--- src/rtl/cg_phase_sequencer.sv ---
// Conjugate-gradient iteration sequencer. It steps through the phases of one iteration,
// sweeps the memory read addresses, steers each writeback to its memory and counts iterations.
//
// state     | meaning
// ----------+--------------------------------------------------------------
// S_IDLE    | waiting for start (also the state after an abort)
// S_MATVEC  | sweep A and p to form Ap; writes land in Ap
// S_ALPHA   | sweep vectors for the alpha dot product; no writes
// S_UPDATE  | sweep vectors; writes land in x and r together
// S_BETA    | sweep vectors for the beta dot product; no writes
// S_PUPDATE | sweep vectors; writes land in p
// S_CHECK   | one cycle: count the iteration, then stop or start the next one
// S_DONE    | holds the result until start or abort
module cg_phase_sequencer #(
    parameter int NO_OF_UNITS  = 8,
    parameter int NUM_EQ       = 19,
    parameter int NUM_CLUSTERS = 40,
    parameter int ADDR_W       = 20,
    parameter int MAX_ITER     = 20,
    parameter int ITER_W       = 11
) (
    input  logic              clk,
    input  logic              reset,
    input  logic              start,
    input  logic              abort,
    input  logic              stall,
    input  logic              result_valid,
    input  logic              alu_done,
    input  logic              converged,
    output logic              a_rd_en,
    output logic [ADDR_W-1:0] a_rd_addr,
    output logic              vec_rd_en,
    output logic [ADDR_W-1:0] vec_rd_addr,
    output logic [ADDR_W-1:0] vec_wr_addr,
    output logic              wr_en_ap,
    output logic              wr_en_x,
    output logic              wr_en_r,
    output logic              wr_en_p,
    output logic [2:0]        phase,
    output logic [ITER_W-1:0] iter_count,
    output logic              busy,
    output logic              done,
    output logic              conv_flag,
    output logic              wr_overflow
);
    localparam int VEC_WORDS = (NUM_EQ + NO_OF_UNITS - 1) / NO_OF_UNITS;
    localparam int CNT_W     = $clog2(VEC_WORDS + 1);
    localparam logic [ADDR_W-1:0] A_LAST    = ADDR_W'(NUM_CLUSTERS - 1);
    localparam logic [ADDR_W-1:0] V_LAST    = ADDR_W'(VEC_WORDS - 1);
    localparam logic [CNT_W-1:0]  WR_FULL   = CNT_W'(VEC_WORDS);
    localparam logic [ITER_W-1:0] ITER_LAST = ITER_W'(MAX_ITER);

    typedef enum logic [2:0] {
        S_IDLE    = 3'd0,
        S_MATVEC  = 3'd1,
        S_ALPHA   = 3'd2,
        S_UPDATE  = 3'd3,
        S_BETA    = 3'd4,
        S_PUPDATE = 3'd5,
        S_CHECK   = 3'd6,
        S_DONE    = 3'd7
    } state_t;

    state_t            state;
    state_t            enter_state;
    logic              enter;
    logic              sweeping;
    logic              writing;
    logic              exit_ok;
    logic              sweep_done;
    logic              alu_seen;
    logic [CNT_W-1:0]  wr_cnt;
    logic [CNT_W-1:0]  wr_expect;
    logic [ITER_W-1:0] iter_next;

    assign phase = state;

    always_comb begin
        sweeping    = (state == S_MATVEC) || (state == S_ALPHA) || (state == S_UPDATE) ||
                      (state == S_BETA) || (state == S_PUPDATE);
        writing     = (state == S_MATVEC) || (state == S_UPDATE) || (state == S_PUPDATE);
        wr_expect   = writing ? WR_FULL : '0;
        exit_ok     = sweep_done && alu_seen && (wr_cnt == wr_expect);
        iter_next   = iter_count + ITER_W'(1);
        enter       = 1'b0;
        enter_state = S_IDLE;
        case (state)
            S_IDLE, S_DONE: begin
                if (start) begin
                    enter       = 1'b1;
                    enter_state = S_MATVEC;
                end
            end
            S_CHECK: begin
                if (!converged && (iter_next != ITER_LAST)) begin
                    enter       = 1'b1;
                    enter_state = S_MATVEC;
                end
            end
            default: begin
                if (exit_ok) begin
                    enter = 1'b1;
                    case (state)
                        S_MATVEC: enter_state = S_ALPHA;
                        S_ALPHA:  enter_state = S_UPDATE;
                        S_UPDATE: enter_state = S_BETA;
                        S_BETA:   enter_state = S_PUPDATE;
                        default:  enter_state = S_CHECK;
                    endcase
                end
            end
        endcase
    end

    always_ff @(posedge clk or negedge reset) begin
        if (!reset) begin
            state       <= S_IDLE;
            a_rd_en     <= 1'b0;
            a_rd_addr   <= '0;
            vec_rd_en   <= 1'b0;
            vec_rd_addr <= '0;
            vec_wr_addr <= '0;
            wr_en_ap    <= 1'b0;
            wr_en_x     <= 1'b0;
            wr_en_r     <= 1'b0;
            wr_en_p     <= 1'b0;
            iter_count  <= '0;
            busy        <= 1'b0;
            done        <= 1'b0;
            conv_flag   <= 1'b0;
            wr_overflow <= 1'b0;
            sweep_done  <= 1'b0;
            alu_seen    <= 1'b0;
            wr_cnt      <= '0;
        end else begin
            wr_en_ap <= 1'b0;
            wr_en_x  <= 1'b0;
            wr_en_r  <= 1'b0;
            wr_en_p  <= 1'b0;
            if (abort) begin
                state       <= S_IDLE;
                a_rd_en     <= 1'b0;
                a_rd_addr   <= '0;
                vec_rd_en   <= 1'b0;
                vec_rd_addr <= '0;
                vec_wr_addr <= '0;
                busy        <= 1'b0;
                done        <= 1'b0;
                sweep_done  <= 1'b0;
                alu_seen    <= 1'b0;
                wr_cnt      <= '0;
            end else begin
                // vec_rd_en is high in every sweep, so it also marks an unfinished sweep
                if (sweeping && vec_rd_en && !stall) begin
                    if ((state == S_MATVEC) ? (a_rd_addr == A_LAST) : (vec_rd_addr == V_LAST)) begin
                        a_rd_en     <= 1'b0;
                        vec_rd_en   <= 1'b0;
                        a_rd_addr   <= '0;
                        vec_rd_addr <= '0;
                        sweep_done  <= 1'b1;
                    end else begin
                        if (state == S_MATVEC) a_rd_addr <= a_rd_addr + ADDR_W'(1);
                        vec_rd_addr <= (vec_rd_addr == V_LAST) ? '0 : vec_rd_addr + ADDR_W'(1);
                    end
                end
                if (sweeping && alu_done) alu_seen <= 1'b1;
                if (result_valid && (sweeping || (state == S_CHECK))) begin
                    if (writing && (wr_cnt != wr_expect)) begin
                        wr_en_ap    <= (state == S_MATVEC);
                        wr_en_x     <= (state == S_UPDATE);
                        wr_en_r     <= (state == S_UPDATE);
                        wr_en_p     <= (state == S_PUPDATE);
                        vec_wr_addr <= ADDR_W'(wr_cnt);
                        wr_cnt      <= wr_cnt + CNT_W'(1);
                    end else begin
                        wr_overflow <= 1'b1;
                    end
                end
                if (state == S_CHECK) begin
                    iter_count <= iter_next;
                    if (converged || (iter_next == ITER_LAST)) begin
                        state     <= S_DONE;
                        busy      <= 1'b0;
                        done      <= 1'b1;
                        conv_flag <= converged;
                    end
                end
                if (((state == S_IDLE) || (state == S_DONE)) && start) begin
                    iter_count  <= '0;
                    conv_flag   <= 1'b0;
                    wr_overflow <= 1'b0;
                end
                // phase entry: the first read goes out in the same cycle the new phase is shown
                if (enter) begin
                    state       <= enter_state;
                    a_rd_en     <= (enter_state == S_MATVEC);
                    vec_rd_en   <= (enter_state != S_CHECK);
                    a_rd_addr   <= '0;
                    vec_rd_addr <= '0;
                    vec_wr_addr <= '0;
                    sweep_done  <= 1'b0;
                    alu_seen    <= 1'b0;
                    wr_cnt      <= '0;
                    busy        <= 1'b1;
                    done        <= 1'b0;
                end
            end
        end
    end
endmodule
--- config.mk ---
export PLATFORM = sky130hd
export DESIGN_NAME = cg_phase_sequencer
export DESIGN_NICKNAME = d
export VERILOG_FILES = /design/src/rtl/cg_phase_sequencer.sv
export SDC_FILE = /design/constraint.sdc
export NUM_CORES = 1
export LEC_CHECK = 0
export ABC_AREA = 1
export CAP_MARGIN = 10
export CORE_MARGIN = 2
export CORE_UTILIZATION = 31
export DETAILED_ROUTE_END_ITERATION = 12
export PLACE_DENSITY_LB_ADDON = 0.05
export RECOVER_POWER = 100
export SYNTH_ARGS = -nofsm -noshare
export SYNTH_HDL_FRONTEND = slang
export SYNTH_SLANG_ARGS = --single-unit
export TNS_END_PERCENT = 30
--- constraint.sdc ---
create_clock -name clk -period 2.35 [get_ports clk]
set_input_delay 0.705 -clock clk [delete_from_list [all_inputs] [get_ports clk]]
set_output_delay 0.705 -clock clk [all_outputs]
set_load 0.005 [all_outputs]
Yosys cells after proc, flatten, opt, wreduce, memory -nomap -nowiden --
Cells that the tools add are included.
Word-level totals: output and inout port bits 84, register bits 87, logic and storage cells 149, input port bits 8
Cells by class: muxes and demuxes 71, eq/ne operators 16, $add $sub $neg 4, reductions and logical operators 40, bitwise operators 1
Operators with widths (count):
- $mux 20 | 14
- $mux 1 | 42
- $add 20x1->20 const B | 2
- $mux 11 | 2
- $reduce_bool 3->1 | 7
- $eq 20x2->1 const B | 1
- $eq 20x6->1 const B | 1
- $mux 3 | 5
- $eq 3x3->1 const B | 4
- $pmux 3 s4 | 1
- $add 11x1->11 const B | 1
- $eq 11x5->1 const B | 1
- $ne 11x5->1 const B | 1
- $mux 2 | 5
- $reduce_and 2->1 | 5
- $logic_and 1x1->1 | 9
- $logic_or 1x1->1 | 9
- $eq 3x1->1 const B | 2
- $eq 3x2->1 const B | 2
- $pmux 3 s2 | 1
- $reduce_and 3->1 | 2
- $reduce_bool 2->1 | 3
- $reduce_bool 4->1 | 1
- $logic_not 3->1 | 1
- other kinds (9) | 10

Longest topological paths before layout --
depth in word-level cells 11, gate-level depth with buffers 15, gate-level depth less buffers 14

Worst setup path after synthesis --
Ideal clock, no wire load.
path type reg-to-reg, start point register iter_count[1], end point register a_rd_addr[4], required time 2.229 ns, clock period less this slack 2.041 ns, slack 0.309 ns, cell stages (with the launch flop) 16, buffers on the path 1, arrival time 1.920 ns, library setup time 0.121 ns, path through dfrtp_1 > ha_1 > nand3_1 > nor2_2 > nand2_1 > nand2_1 > nand2_1 > nor2_1 > nand3_1 > nand3_2 > nand3_4 > nor2_8 > o21ai_1 > buf_2 > nand2_1 > nand2_1
On the way: cells in the longest elaborated chain, start to end 7, elaborated cells on any way between the ends 10, classes of those cells 1 x add/sub; 1 x eq/ne; 4 x mux; 4 x reduce/logical
Ends and longest elaborated chain:
- from (decl) | RTL line 40 | output logic [ITER_W-1:0] iter_count,
- from (signal assigned) | RTL line 180 | iter_count <= iter_next;
- $add 11x1->11 (*) | RTL line 84 | iter_next = iter_count + ITER_W'(1);
- $ne 11x5->1 (*) | RTL line 95 | if (!converged && (iter_next != ITER_LAST)) begin
- $logic_and 1x1->1 (*) | RTL line 95
- $mux 1 (*) | RTL line 95
- $pmux 1 s2 (*) | RTL line 87 | case (state)
- $reduce_bool 4->1 (no line), or another cell as far along
- $reduce_and 2->1 (no line) / $mux 20 (equally long branches)
- to (signal assigned) | RTL line 162 | if (state == S_MATVEC) a_rd_addr <= a_rd_addr + ADDR_W'(1);
- to (decl) | RTL line 31 | output logic [ADDR_W-1:0] a_rd_addr,
Every way passes the cells marked *; elsewhere a longest branch is shown, timed or not. A chain may end at the register's enable or synchronous reset.

Final worst setup path --
start point register iter_count[1], end point register wr_cnt[0]
On the way: cells in the longest elaborated chain, start to end 7, elaborated cells on any way between the ends 10, classes of those cells 1 x add/sub; 1 x eq/ne; 4 x mux; 4 x reduce/logical
Ends and longest elaborated chain:
- $add 11x1->11 (*) | RTL line 84
- $ne 11x5->1 (*) | RTL line 95
- $logic_and 1x1->1 (*) | RTL line 95
- $mux 1 (*) | RTL line 95
- $pmux 1 s2 (*) | RTL line 87
- $reduce_bool 3->1 (no line) / $mux 2 (equally long branches)
- $reduce_and 2->1 (no line) / $mux 2 (equally long branches)
- to (signal assigned) | RTL line 174 | wr_cnt <= wr_cnt + CNT_W'(1);
- to (decl) | RTL line 72 | logic [CNT_W-1:0] wr_cnt;
Marked as above.

==> flow_results.xml <==
<?xml version="1.0" encoding="UTF-8"?>
<metrics>
  <group name="die">
    <metric name="initial_core_util" unit="%">32.0</metric>
    <metric name="design.die.area" unit="sq mm">0.0161</metric>
    <metric name="die-height" unit="microns">127</metric>
    <metric name="rows" unit="">44</metric>
    <metric name="fp.dieW" unit="microns">127</metric>
    <metric name="coreArea" unit="sq mm">0.0146</metric>
    <metric name="ios" unit="">92</metric>
  </group>
  <group name="logic_synthesis">
    <metric name="yosysSeqAreaShare" unit="%">36.9</metric>
    <metric name="synth.largest_area_cell" unit="">sky130_fd_sc_hd__dfrtp_1</metric>
    <metric name="syn-mean-instance-area" unit="sq um">7.03</metric>
    <metric name="synthesis.yosys.warnings" unit="">0</metric>
    <metric name="post-synth-top-area-fraction" unit="%">36.9</metric>
    <metric name="synth_area_leaders" unit="">sky130_fd_sc_hd__dfrtp_1 (37%), sky130_fd_sc_hd__nand2_1 (13%), sky130_fd_sc_hd__nand3_1 (6.7%)</metric>
    <metric name="postSynthCellCount" unit="">666</metric>
    <metric name="ys_ff_latch" unit="">69</metric>
    <metric name="synth_cell_types" unit="">32</metric>
    <metric name="syn_area" unit="sq mm">0.00468</metric>
  </group>
  <group name="global_routing">
    <metric name="grtUsageMet1" unit="%">23.8</metric>
    <metric name="grt.overflow.total" unit="">0</metric>
    <metric name="grt-busiest-layer" unit="">met2</metric>
    <metric name="groute.layer.met2.usage" unit="%">30.0</metric>
    <metric name="grt_start_max_net_pins" unit="">70</metric>
    <metric name="grtUsageTotal" unit="%">18.3</metric>
    <metric name="antenna_found_initial" unit="">0</metric>
    <metric name="grt_pass1_vias" unit="">4516</metric>
    <metric name="grt_first_pass_wirelength" unit="microns">23500</metric>
    <metric name="m3_gr_usage" unit="%">4.89</metric>
  </group>
  <group name="worst_setup_path">
    <metric name="critPathLaunchType" unit="">register</metric>
    <metric name="cp-end-kind" unit="">register</metric>
    <metric name="worst-r2r-cell-count" unit="">14</metric>
    <metric name="critical_path.endpoint" unit="">wr_cnt[0]</metric>
    <metric name="path_class" unit="">register to register</metric>
    <metric name="cp_max_fo" unit="">6</metric>
    <metric name="crit-reg2reg-capture" unit="">wr_cnt[0]</metric>
    <metric name="regToRegStartpoint" unit="">iter_count[1]</metric>
    <metric name="required" unit="ns">2.61</metric>
    <metric name="worst_path_max_delay_cell" unit="">sky130_fd_sc_hd__dfrtp_1</metric>
    <metric name="cp_slowest_stage_delay" unit="ns">0.41</metric>
    <metric name="critPathMostFrequentCell" unit="">sky130_fd_sc_hd__nand3_4</metric>
    <metric name="worst_ep_arrival_time" unit="ns">2.53</metric>
    <metric name="cp_cell_sequence" unit="">ha_4 -&gt; nand3_4 -&gt; nor2_4 -&gt; nand2_1 -&gt; nand2_1 -&gt; nand2_2 -&gt; nor2_2 -&gt; nand3_2 -&gt; nand3_4 -&gt; nand3_4 -&gt; nor2_8 -&gt; buf_6 -&gt; clkinvlp_4 -&gt; nor3_2</metric>
    <metric name="reg2reg_setup_slack" unit="ns">0.08</metric>
    <metric name="worstSetupStartpoint" unit="">iter_count[1]</metric>
  </group>
  <group name="run_status">
    <metric name="violated_checks" unit="">max-capacitance violations, max-slew violations</metric>
    <metric name="outcome" unit="">finished with violations</metric>
  </group>
  <group name="clock_network">
    <metric name="cts-htree-levels" unit="">3</metric>
    <metric name="tritoncts_buffer_count" unit="">9</metric>
    <metric name="cts_hold_buffers" unit="">0</metric>
    <metric name="clock_sinks" unit="">69</metric>
    <metric name="clkLatencyLatePin" unit="ns">0.35</metric>
    <metric name="cts.root.buffer_cell" unit="">sky130_fd_sc_hd__clkbuf_16</metric>
    <metric name="path_clk_slew" unit="ns">0.06</metric>
    <metric name="max-clock-path-buffers" unit="">2</metric>
    <metric name="cts_tree" unit="">done</metric>
  </group>
  <group name="power_and_ir_drop">
    <metric name="static-leakage-power" unit="uW">0.00288</metric>
    <metric name="ir_worst_vdd" unit="mV">0.461</metric>
    <metric name="power.density_cell_area" unit="mW/mm^2">818</metric>
  </group>
  <group name="detailed_routing">
    <metric name="drt-wirelength-per-cell" unit="microns">15.5</metric>
    <metric name="totalWireLength" unit="microns">14900</metric>
    <metric name="post-route-drc-count" unit="">0</metric>
    <metric name="detail-route-antenna-nets" unit="">0</metric>
    <metric name="routed_via_density" unit="">5.03</metric>
    <metric name="drt_iter0_markers" unit="">265</metric>
    <metric name="firstDrtPassIters" unit="">5</metric>
    <metric name="vias" unit="">4810</metric>
  </group>
  <group name="timing">
    <metric name="period_minus_slack" unit="ns">2.27</metric>
    <metric name="slew_headroom" unit="%">-11.3</metric>
    <metric name="setup_violations" unit="">0</metric>
    <metric name="post-route-period-util" unit="%">96.4</metric>
    <metric name="drv_slew" unit="">70</metric>
    <metric name="tightest_slew" unit="ns">1.67</metric>
    <metric name="final.setup.worst_slack" unit="ns">0.0841</metric>
    <metric name="fmax" unit="MHz">441</metric>
    <metric name="unrepaired_setup_endpoints_after_global_routing" unit="">yes</metric>
    <metric name="finalHoldWorstSlack" unit="ns">0.507</metric>
    <metric name="hold_viol" unit="">0</metric>
    <metric name="clock_skew" unit="ns">0.00891</metric>
  </group>
  <group name="finish">
    <metric name="num-nets-final" unit="">780</metric>
    <metric name="area.growth.synth_to_final" unit="%">35.7</metric>
    <metric name="layoutNonFillerInstCount" unit="">957</metric>
    <metric name="fraction_of_final_layout_cells_sized_beyond_drive_strength_1" unit="%">13.6</metric>
    <metric name="number_of_diodes_added_for_antenna_fixing" unit="">0</metric>
  </group>
  <group name="placement">
    <metric name="dp_cells" unit="">928</metric>
    <metric name="dp_hpwl" unit="microns">9870</metric>
    <metric name="io_buffers" unit="">73</metric>
    <metric name="placement.setup.worst_slack" unit="ns">0.0589</metric>
    <metric name="place.gp.congestion" unit="">0.890</metric>
  </group>
  <group name="job">
    <metric name="timing.max_cap.violations" unit="">1</metric>
  </group>
  <group name="hold_path">
    <metric name="min-delay-start" unit="">phase[1]</metric>
    <metric name="min-delay-path-class" unit="">register to register</metric>
  </group>
</metrics>
state kept, by name, summed over array words and instances, names as in the netlist, 2 cells and up:
register,flops
a_rd_addr,20
iter_count,11
phase,3
vec_rd_addr,20
vec_wr_addr,2
wr_cnt,2
per-layer routing:
metal  vias up  part of all wire (%)
met5         -                     0
met1      2299                    46
met4         0                  0.90
met2       116                    50
met3        11                   4.0
li1       2384                     -
cell usage after synthesis:
| master | count |
|---|---|
| sky130_fd_sc_hd__nor2_8 | 1 |
| sky130_fd_sc_hd__clkbuf_1 | 19 |
| sky130_fd_sc_hd__a21oi_1 | 13 |
| sky130_fd_sc_hd__ha_1 | 4 |
| sky130_fd_sc_hd__nand4_1 | 37 |
| sky130_fd_sc_hd__nor3b_1 | 1 |
| sky130_fd_sc_hd__nor2_1 | 77 |
| sky130_fd_sc_hd__buf_2 | 6 |
| sky130_fd_sc_hd__o211ai_1 | 24 |
| sky130_fd_sc_hd__nand3b_1 | 6 |
| sky130_fd_sc_hd__o22ai_1 | 3 |
| sky130_fd_sc_hd__xor2_1 | 21 |
| sky130_fd_sc_hd__nand3_2 | 1 |
| sky130_fd_sc_hd__nand3_4 | 1 |
| sky130_fd_sc_hd__dfrtp_1 | 69 |
| sky130_fd_sc_hd__conb_1 | 1 |
| sky130_fd_sc_hd__o21a_1 | 2 |
| sky130_fd_sc_hd__and3_1 | 1 |
| sky130_fd_sc_hd__nand2_1 | 166 |
| sky130_fd_sc_hd__buf_1 | 1 |
| sky130_fd_sc_hd__xnor2_1 | 3 |
| sky130_fd_sc_hd__or2_2 | 8 |
| sky130_fd_sc_hd__buf_4 | 25 |
| sky130_fd_sc_hd__inv_1 | 54 |
| sky130_fd_sc_hd__nand2b_1 | 1 |
| sky130_fd_sc_hd__o21ai_1 | 2 |
| sky130_fd_sc_hd__o21ai_0 | 14 |
| sky130_fd_sc_hd__nor2_2 | 2 |
| sky130_fd_sc_hd__nor4_1 | 3 |
| sky130_fd_sc_hd__inv_2 | 3 |
| sky130_fd_sc_hd__nand3_1 | 63 |
| sky130_fd_sc_hd__nor3_1 | 34 |
report_power, final:
| part | total (uW) | switching (uW) | internal (uW) | leakage, uW |
|---|---|---|---|---|
| clock | 1510 | 529 | 984 | 0.000163 |
| sequential | 1520 | 173 | 1350 | 0.000945 |
| combinational | 2160 | 1220 | 940 | 0.00177 |
| total | 5190 | 1920 | 3270 | 0.00288 |
final cells by class:
| type | instances | area, sq um |
|---|---|---|
| inverters | 57 | 218 |
| flip-flops and latches | 69 | 1730 |
| well taps | 184 | 230 |
| clock inverters | 4 | 70.1 |
| fillers | 1502 | 8290 |
| repair buffers | 125 | 1230 |
| multi-input cells | 506 | 2620 |
| clock buffers | 12 | 256 |
stage by stage:
step | power [uW] | TNS [ns] | util (%) | instance area, sq um
floorplan | 2500 | 0 | - | 4740
global placement | 3380 | 0 | 39.2 | 5740
detailed placement | 3370 | 0 | 39.2 | 5740
CTS | 4930 | 0 | 41.4 | 6070
global route | 5540 | -1.96 | 43.4 | 6350
finish | 5190 | 0 | 43.4 | 6350
logic make-up (layout without fill, tap and decap cells):
group                      after synthesis  count (layout)  share of synthesized area [%]
DFF                                     69              69                           36.9
adders and majority gates                4               4                           1.07
buffers and inverters                  108             198                           10.8
and+or+nand+nor                        402             402                           39.0
xor gates and xnor gates                24              24                           4.49
other                                    1              18                         0.0801
AOI/OAI and AO/OA                       58              58                           7.67
critical path, delay by kind of cell (launching register included):
kind	cells	cell delay (ns)
AND/OR/NAND/NOR	11	1.28
flip-flops	1	0.41
buffers and inverters	2	0.28
adder cells (fa/ha/maj)	1	0.19
how the worst min path moves through the flow:
stage                               to  cells past startpoint
after CTS                 a_rd_addr[0]                      2
final                          wr_en_p                      1
after global placement         wr_en_p                      1
after floorplan           a_rd_addr[0]                      0
after global routing           wr_en_p                      1
after detailed placement       wr_en_p                      1
layout by cell type, fill, tap and decap left out, types with 11 or more instances in the layout:
cell type                         netlist  final
sky130_fd_sc_hd__xor2_1                21     21
sky130_fd_sc_hd__o211ai_1              24     24
sky130_fd_sc_hd__nand4_1               37     37
sky130_fd_sc_hd__dlygate4sd3_1          0     14
sky130_fd_sc_hd__conb_1                 1     18
sky130_fd_sc_hd__a21oi_1               13     12
sky130_fd_sc_hd__dfrtp_1               69     67
sky130_fd_sc_hd__nand3_1               63     60
sky130_fd_sc_hd__clkdlybuf4s50_1        0     58
sky130_fd_sc_hd__nor3_1                34     29
sky130_fd_sc_hd__inv_1                 54     52
sky130_fd_sc_hd__nand2_1              166    163
sky130_fd_sc_hd__o21ai_0               14     13
sky130_fd_sc_hd__nor2_1                77     74
sky130_fd_sc_hd__buf_4                 25     38
sky130_fd_sc_hd__clkbuf_16              0     11
what timing repair did:
| action | CTS | global route |
|---|---|---|
| setup buffers | 0 | 9 |
| endpoints found under the setup margin | 0 | 50 |
| gates resized for setup | 0 | 37 |
Power figures use the tool's default switching activity.
==> variant: new RTL, same flow settings <==
Change the parameter `MAX_ITER` from 20 to 10.
--- a/src/rtl/cg_phase_sequencer.sv
+++ b/src/rtl/cg_phase_sequencer.sv
@@ -18,3 +18,3 @@
     parameter int ADDR_W       = 20,
-    parameter int MAX_ITER     = 20,
+    parameter int MAX_ITER     = 10,
     parameter int ITER_W       = 11
Formal check against the unedited RTL: no difference found for any inputs over 10 cycles, from zero or initial values and one cycle with reset low; that may be too few to reach the edited logic, so the function may still have changed.
==> variant against the unedited design <==
- total power is 5.1% lower
- setup slack improved by 0.10 ns
- clock power shrank 4%
- area after synthesis is 0.45% lower
- sequential cell count did not move
- cell area decreased by 4.5%
- routed wire length fell by 8.5%
==> variant: results (changes against the unedited design) <==
- Fmax: 463 MHz (+4.8%)
- Non-clk bufs: 110 (-12%)
- Slew headroom: 30.6% (+42 points)
- Seq_cells: 69 (unchanged)
- DP Worst Slack: 0.0792 ns (+0.0203 ns)
- Reg2Reg Depth: 14 (unchanged)
- First-pass GRT wire length: 22,300 um (-5.1%)
- Gpl congestion: 0.853 (-4.2%)
- Fillers: 1,529 (+1.8%)
- Pwr Density: 813 nW/um^2 (-0.62%)
- Signal buf overhead: 17.1% (-2.2 points)
- DRT Wirelength: 13,600 um (-8.5%)
- Hold Path Sink: done$_DFFE_PN0P_
- DP Cell Count: 915 (-1.4%)
- Sw Ratio: 37.6% (+0.58 points)
- Layout Nets: 762 (-2.3%)
- Top cells by area, synth: dfrtp_1 (37%), nand2_1 (14%), nand3_1 (6.8%)
- Wire length on met3: 415 um (-30%)
- Post-synth top cells: nand2_1 (174), dfrtp_1 (69), nor2_1 (65)
- P_leak: 2.80 nW (-2.5%)
- Post-synthesis mux area share: 0.215% (+0.21 points)
- DP HPWL: 9280 um (-5.9%)
- Drt wl/cell: 14.5 um (-6.6%)
- Number of global-route vias before repair: 4,380 (-3.0%)
- Total area of sequential cells: 1730 um^2 (about the same)
- Critical Path End: a_rd_addr[9]$_DFFE_PN0P_
- Hold wc startpoint: done$_DFFE_PN0P_
- Met2 usage: 27.1% (-2.8 points)
- Post-Synth XOR/XNOR Area: 4.51% (+0.021 points)
- Skew final: 0.00770 ns (-0.00121 ns)
- Critical path fanouts, max: 20 (+14)
- HP Class: reg2reg
- Core area: 14,600 um^2 (-0.38%)
- Outcome: complete, no violations
- Min Hold Slack: 0.499 ns (-0.00841 ns)
- Multi-input gate share of total cell area: 41.5% (+0.28 points)
- Clk_buf instances: 13 (+1)
- Crit-path max cell delay: 0.39 ns (-0.02 ns)
- Signal inverters: 63 (+11%)
- WL met2: 6300 um (-14%)
- GRT Util Overall: 17.1% (-1.1 points)
- Adder-cell share of the synthesized area: 1.34% (+0.27 points)
- Multi-input gates: 496 (-2.0%)
- M1 WL: 6720 um (-0.90%)
- R2r setup slk: 0.19 ns (+0.10 ns)
- Synth cell types: 35 (+9.4%)
- Layout Area Growth over Synthesis: 30.2%
- Met3 Use GR: 2.70% (-2.2 points)
- Sequential area share after synthesis: 37.1% (+0.17 points)
- Share of layout cells above drive strength 1: 10.5% (-3.1 points)
- GR Util met1: 24.1% (+0.29 points)
- Layout clock area frac: 5.16% (+0.016 points)
- DR vias: 4,612 (-4.1%)
[variant: cell types whose count changed after synthesis, moves of 2 or more]
| cell | delta |
|---|---|
| a21oi_1 | -6 |
| nand3b_1 | -2 |
| inv_1 | +7 |
| nor3_2 | +2 |
| nor3_1 | -2 |
| o22ai_1 | +3 |
| nor2_1 | -12 |
| inv_2 | -2 |
| nand4_1 | -5 |
| clkbuf_1 | -4 |
| nand2_1 | +8 |
| or2_2 | +2 |
[variant: kinds of logic (layout without fill, tap and decap cells)]
| logic type | count (synthesis) | after routing |
|---|---|---|
| other | 1 | 18 |
| buffers and inverters | 110 | 189 |
| XOR/XNOR | 24 | 24 |
| adder cells (fa/ha/maj) | 5 | 5 |
| flip-flops | 69 | 69 |
| multiplexers | 1 | 1 |
| AO/OA/AOI/OAI | 56 | 56 |
| AND/OR/NAND/NOR | 392 | 392 |
